### src/rtl/axi_rd_pkg.sv
// Shared AXI4 read-channel constants and the line-reader FSM state type.
package axi_rd_pkg;

  localparam logic [1:0] AXI_BURST_INCR = 2'b01;
  localparam logic [1:0] AXI_RESP_OKAY  = 2'b00;
  localparam logic [2:0] AXI_SIZE_4B    = 3'b010;

  typedef enum logic [1:0] {
    IDLE = 2'd0,
    ADDR = 2'd1,
    DATA = 2'd2,
    DONE = 2'd3
  } rd_state_e;

endpackage

### src/rtl/axi_burst_len_calc.sv
// Beats for the next burst: smallest of words left in the line, MAX_BURST,
// and the words remaining before the next 4 KB boundary.
module axi_burst_len_calc #(
  parameter int MAX_BURST = 16,
  parameter int LINE_W    = 12
) (
  input  logic [11:0]       addr_lo,
  input  logic [LINE_W-1:0] words_left,
  output logic [8:0]        beats
);

  logic [12:0] room_bytes;
  logic [31:0] room_words;
  logic [31:0] best;

  always_comb begin
    room_bytes = 13'd4096 - {1'b0, addr_lo};
    room_words = 32'(room_bytes[12:2]);
    best       = 32'(words_left);
    if (room_words < best) best = room_words;
    if (32'(MAX_BURST) < best) best = 32'(MAX_BURST);
    beats = best[8:0];
  end

endmodule

### src/rtl/axi_line_rd_master.sv
// AXI4 read initiator fetching a rectangular region line by line and
// streaming it out. Optional rresp/rlast checking: define AXI_RD_RESP_CHK_EN.
module axi_line_rd_master
  import axi_rd_pkg::*;
#(
  parameter int ADDR_W    = 32,
  parameter int DATA_W    = 32,
  parameter int MAX_BURST = 16,
  parameter int LINE_W    = 12
) (
  input  logic              aclk,
  input  logic              aresetn,
  input  logic              start,
  input  logic [ADDR_W-1:0] base_addr,
  input  logic [ADDR_W-1:0] stride,
  input  logic [LINE_W-1:0] line_words,
  input  logic [LINE_W-1:0] num_lines,
  output logic              busy,
  output logic              done,
  output logic              err,
  output logic [ADDR_W-1:0] araddr,
  output logic [7:0]        arlen,
  output logic [2:0]        arsize,
  output logic [1:0]        arburst,
  output logic              arvalid,
  input  logic              arready,
  input  logic [DATA_W-1:0] rdata,
  input  logic [1:0]        rresp,
  input  logic              rlast,
  input  logic              rvalid,
  output logic              rready,
  output logic [DATA_W-1:0] m_tdata,
  output logic              m_tvalid,
  output logic              m_tlast,
  input  logic              m_tready
);

  rd_state_e         state;
  logic [ADDR_W-1:0] line_addr;
  logic [ADDR_W-1:0] cur_addr;
  logic [ADDR_W-1:0] stride_q;
  logic [ADDR_W-1:0] next_line;
  logic [LINE_W-1:0] words_left;
  logic [LINE_W-1:0] lines_left;
  logic [LINE_W-1:0] line_words_q;
  logic [8:0]        beats;
  logic [8:0]        beats_q;
  logic [8:0]        beat_cnt;
  logic              in_data;
  logic              r_hs;
  logic              burst_end;
  logic              beat_err;

  axi_burst_len_calc #(
    .MAX_BURST (MAX_BURST),
    .LINE_W    (LINE_W)
  ) u_len (
    .addr_lo    (cur_addr[11:0]),
    .words_left (words_left),
    .beats      (beats)
  );

  // AR is driven straight from registered state, so it is stable until arready.
  assign arvalid   = (state == ADDR);
  assign araddr    = cur_addr;
  assign arlen     = arvalid ? (beats[7:0] - 8'd1) : 8'd0;
  assign arsize    = AXI_SIZE_4B;
  assign arburst   = AXI_BURST_INCR;

  assign in_data   = (state == DATA);
  assign rready    = in_data & m_tready;
  assign m_tvalid  = in_data & rvalid;
  assign m_tdata   = rdata;
  assign m_tlast   = m_tvalid & (words_left == LINE_W'(1));
  assign r_hs      = in_data & rvalid & m_tready;
  assign next_line = line_addr + stride_q;

`ifdef AXI_RD_RESP_CHK_EN
  assign beat_err  = (rresp != AXI_RESP_OKAY) || (rlast != (beat_cnt == 9'd1));
  assign burst_end = rlast || (beat_cnt == 9'd1);
`else
  logic unused_resp;
  assign unused_resp = ^{rresp, rlast};
  assign beat_err    = 1'b0;
  assign burst_end   = (beat_cnt == 9'd1);
`endif

  always_ff @(posedge aclk or negedge aresetn) begin
    if (!aresetn) begin
      state        <= IDLE;
      busy         <= 1'b0;
      done         <= 1'b0;
      err          <= 1'b0;
      line_addr    <= '0;
      cur_addr     <= '0;
      stride_q     <= '0;
      words_left   <= '0;
      lines_left   <= '0;
      line_words_q <= '0;
      beats_q      <= '0;
      beat_cnt     <= '0;
    end else begin
      done <= 1'b0;
      case (state)
        IDLE, DONE: begin
          // A zero-size frame reaches DONE still busy; its done pulse is issued here.
          if (state == DONE && busy) begin
            done  <= 1'b1;
            busy  <= 1'b0;
            state <= IDLE;
          end else if (start) begin
            line_addr    <= {base_addr[ADDR_W-1:2], 2'b00};
            cur_addr     <= {base_addr[ADDR_W-1:2], 2'b00};
            stride_q     <= {stride[ADDR_W-1:2], 2'b00};
            line_words_q <= line_words;
            words_left   <= line_words;
            lines_left   <= num_lines;
            err          <= 1'b0;
            busy         <= 1'b1;
            state        <= (line_words == '0 || num_lines == '0) ? DONE : ADDR;
          end else begin
            state <= IDLE;
          end
        end
        ADDR: begin
          if (arready) begin
            beats_q  <= beats;
            beat_cnt <= beats;
            state    <= DATA;
          end
        end
        DATA: begin
          if (r_hs) begin
            beat_cnt   <= beat_cnt - 9'd1;
            words_left <= words_left - LINE_W'(1);
            if (beat_err) err <= 1'b1;
            if (burst_end) begin
              if (err || beat_err) begin
                done  <= 1'b1;
                busy  <= 1'b0;
                state <= DONE;
              end else if (words_left != LINE_W'(1)) begin
                cur_addr <= cur_addr + ADDR_W'({beats_q, 2'b00});
                state    <= ADDR;
              end else begin
                line_addr  <= next_line;
                cur_addr   <= next_line;
                words_left <= line_words_q;
                lines_left <= lines_left - LINE_W'(1);
                if (lines_left != LINE_W'(1)) begin
                  state <= ADDR;
                end else begin
                  done  <= 1'b1;
                  busy  <= 1'b0;
                  state <= DONE;
                end
              end
            end
          end
        end
        default: state <= IDLE;
      endcase
    end
  end

endmodule

### config.mk
export PLATFORM = sky130hd
export DESIGN_NAME = axi_line_rd_master
export DESIGN_NICKNAME = d
export VERILOG_FILES = /design/src/rtl/axi_rd_pkg.sv /design/src/rtl/axi_burst_len_calc.sv /design/src/rtl/axi_line_rd_master.sv
export SDC_FILE = /design/constraint.sdc
export NUM_CORES = 1
export LEC_CHECK = 0
export BUFFER_PORTS_ARGS = -buffer_cell sky130_fd_sc_hd__buf_2
export CAP_MARGIN = 25
export CORE_MARGIN = 4
export CORE_UTILIZATION = 48
export DETAILED_ROUTE_END_ITERATION = 10
export PLACE_DENSITY = 0.82
export SLEW_MARGIN = 20
export SYNTH_ARGS = -nofsm -noshare
export SYNTH_HDL_FRONTEND = slang
export SYNTH_HIERARCHICAL = 1
export SYNTH_SLANG_ARGS = --single-unit
### constraint.sdc
create_clock -name aclk -period 11.9 [get_ports aclk]
set_input_delay 2.38 -clock aclk [delete_from_list [all_inputs] [get_ports aclk]]
set_output_delay 2.38 -clock aclk [all_outputs]
set_load 0.005 [all_outputs]
==> results.cfg <==
[worst_setup_path]
ff2ff_setup_slack_ps = 7820
crit_required_ps = 9520
reg2reg_depth = 13
arrival_ps = 4980
crit_end = arlen[4]
setup.worst_path.start = araddr[0]$_DFFE_PN0P_
rr_endpoint = beat_cnt[3]$_DFFE_PN0P_
path_class = register to output pin
critPathMaxFanout = 9
worstSetupStartpointType = register
regToRegStartpoint = araddr[0]$_DFFE_PN0P_
cp-end-kind = output pin

[power_and_ir_drop]
total_power_w = 0.003789
power_leakage_nw = 5.379
power_density_nw_per_um2 = 309.7
vdd_drop_max_mv = 0.1830

[finish]
fin_util = 0.5421
final_cell_mix = dfrtp_1, nand2_1, buf_2, o21ai_0, a21oi_1
stdcell_count = 1653
area_growth_pct = 11.64
seq_area_um2 = 3729
multi_input_area_um2 = 6626
nFillCells = 2060
nets = 1543
final_common_cell = dfrtp_1
drive_gt1_frac = 0.1859

[die]
start_util = 0.4856
die_h_um = 159.1
die_w_um = 159.1
io-pin-count = 213
rows = 55
die-area_um2 = 25320
core-area_um2 = 22570

[global_routing]
antenna_found_initial = 2
grt_overflow = 0
grt_max_degree = 108
grt_first_pass_wirelength_um = 49540
grt_pass1_vias = 9725
track_usage = 0.2348

[routing]
firstDrtPassIters = 5
postRouteAntennaNets = 0
drc = 0
avgViaCountPerCell = 6.029
wl_per_cell_um = 18.38
num_vias = 9966
dr.first_iter.drc_count = 964
wl_um = 30380

[hold_path]
hold_path_class = register to register

[synth]
synthFlopType = dfrtp_1
synth.cell_area_um2 = 10960
avgSynthCellArea_um2 = 8.583
post_synth_inst_count = 1277
synthArstFlopShare = 1.000
synth_cell_type_count = 81
yosysSeqAreaShare = 0.3402
synth_warnings = 6
synth_edf_count = 0
yosys_register_bits = 149

[timing]
slew_headroom = 0.3344
fmax_mhz = 135.9
fin_worst_skew_ps = 11.07
setup_viol = 0
finalHoldViolations = 0
tns_ps = 0
period_minus_slack_ps = 7358
slew_viol_final = 0
rsz0062_at_grt = no
post-route-period-util = 0.6183
max_slew.worst_pin.slew_ps = 998.4

[clock_network]
cts_tree = built
cts.htree.levels = 4
postCtsSetupRepairBufs = 0
clock-sinks = 149
ctsLongestPathBuffers = 2
ctsRootBufferMaster = clkbuf_16
numCtsBuffers = 17
postCtsHoldBufs = 0
clk_latency_ps = 430
cts_resized = 0
cts.clk_slew.worst_paths_ps = 60

[run]
max_cap_viol_count = 0

[placement]
gp_congestion = 0.9546
dp_cells = 1619
io_buffers = 135
hpwl_um = 21970

[status]
status = completed
## cell families after synthesis
family / synth area share
simple gates: 0.1933
compound gates: 0.1999
flops: 0.3402
buf+inv: 0.06027
mux: 0.08550
xor+xnor: 0.05000
fa+ha+maj: 0.06986
other cells: 0.001027
## sequential cells by signal, indices dropped and copies added, names as in the netlist, 2 cells and up
register and count:
araddr 31, line_addr 30, stride_q 30, line_words_q 12, lines_left 12, words_left 12, beat_cnt 9, beats_q 9
state 2
## cell usage after synthesis (all sizes together) (10+ instances only)
cell type | count | area share
o21a | 12 | 0.0083
clkbuf | 43 | 0.015
nor3 | 34 | 0.016
nor2 | 81 | 0.028
a211oi | 18 | 0.012
o21ai | 122 | 0.056
mux2 | 50 | 0.052
nand2b | 10 | 0.0057
buf | 55 | 0.034
ha | 58 | 0.066
nor2b | 28 | 0.016
a21oi | 109 | 0.051
xnor2 | 31 | 0.025
a21o | 22 | 0.015
inv | 33 | 0.011
nand3 | 40 | 0.020
dfrtp | 149 | 0.34
and2 | 16 | 0.0092
mux2i | 37 | 0.034
nand2 | 142 | 0.049
a31oi | 12 | 0.0068
o211ai | 20 | 0.014
and3 | 17 | 0.010
xor2 | 29 | 0.023
nor4 | 18 | 0.013
## worst max-delay path: stages, from the launching register on
cell and delay, ps:
dfrtp_1 490, or4_4 590, or3_1 450, nor4_4 280, nand2_1 140, xor2_1 160, ha_1 310, nand4b_1 130
nor3_1 190, o21ai_0 120, o221a_2 370, mux2i_1 310, inv_1 130, ha_1 260, nor3b_1 160, xor2_1 170
and2_1 170, buf_2 120
## metal layers
layer / vias up / part of all wire / global-route usage
li1: 4703 / - / -
met3: 69 / 0.072 / 0.04530
met2: 437 / 0.48 / 0.3937
met1: 4757 / 0.42 / 0.3046
met5: - / 0 / 0
met4: 0 / 0.026 / 0.08284
## stage by stage
step | hold WS [ps] | worst slack, ps | cell area [um2]
after floorplan | 445.3 | 5485 | 10990
after global placement | 467.3 | 5187 | 11610
after detailed placement | 476.5 | 5075 | 11610
after CTS | 492.3 | 4605 | 12200
after global routing | 497.2 | 4265 | 12240
final | 487.8 | 4542 | 12240
## layout make-up
type,count,area share
timing repair buffer,149,0.06595
sequential,149,0.3047
tap,285,0.02914
antenna,2,0.0004090
clock buffer,19,0.03538
clock inverter,12,0.01278
inverter,33,0.01012
multi-input combinational,1004,0.5415
## power by group
part	total (W)	internal (W)	switching, W
clock	0.000551	0.000329	0.000223
combinational	0.00222	0.000924	0.00129
sequential	0.00102	0.000755	0.000265
total	0.00379	0.00201	0.00178
## how the worst min path moves through the flow
| stage | startpoint | to | depth (start not counted) |
|---|---|---|---|
| final | line_addr[14]$_DFFE_PN0P_ | line_addr[14]$_DFFE_PN0P_ | 2 |
| after global routing | line_addr[10]$_DFFE_PN0P_ | line_addr[10]$_DFFE_PN0P_ | 1 |
| after CTS | line_addr[14]$_DFFE_PN0P_ | line_addr[14]$_DFFE_PN0P_ | 2 |
| after detailed placement | line_addr[18]$_DFFE_PN0P_ | line_addr[18]$_DFFE_PN0P_ | 2 |
| after global placement | line_addr[17]$_DFFE_PN0P_ | line_addr[17]$_DFFE_PN0P_ | 2 |
| after floorplan | line_addr[11]$_DFFE_PN0P_ | line_addr[11]$_DFFE_PN0P_ | 2 |
No activity file was read; power rests on OpenSTA's default activity.
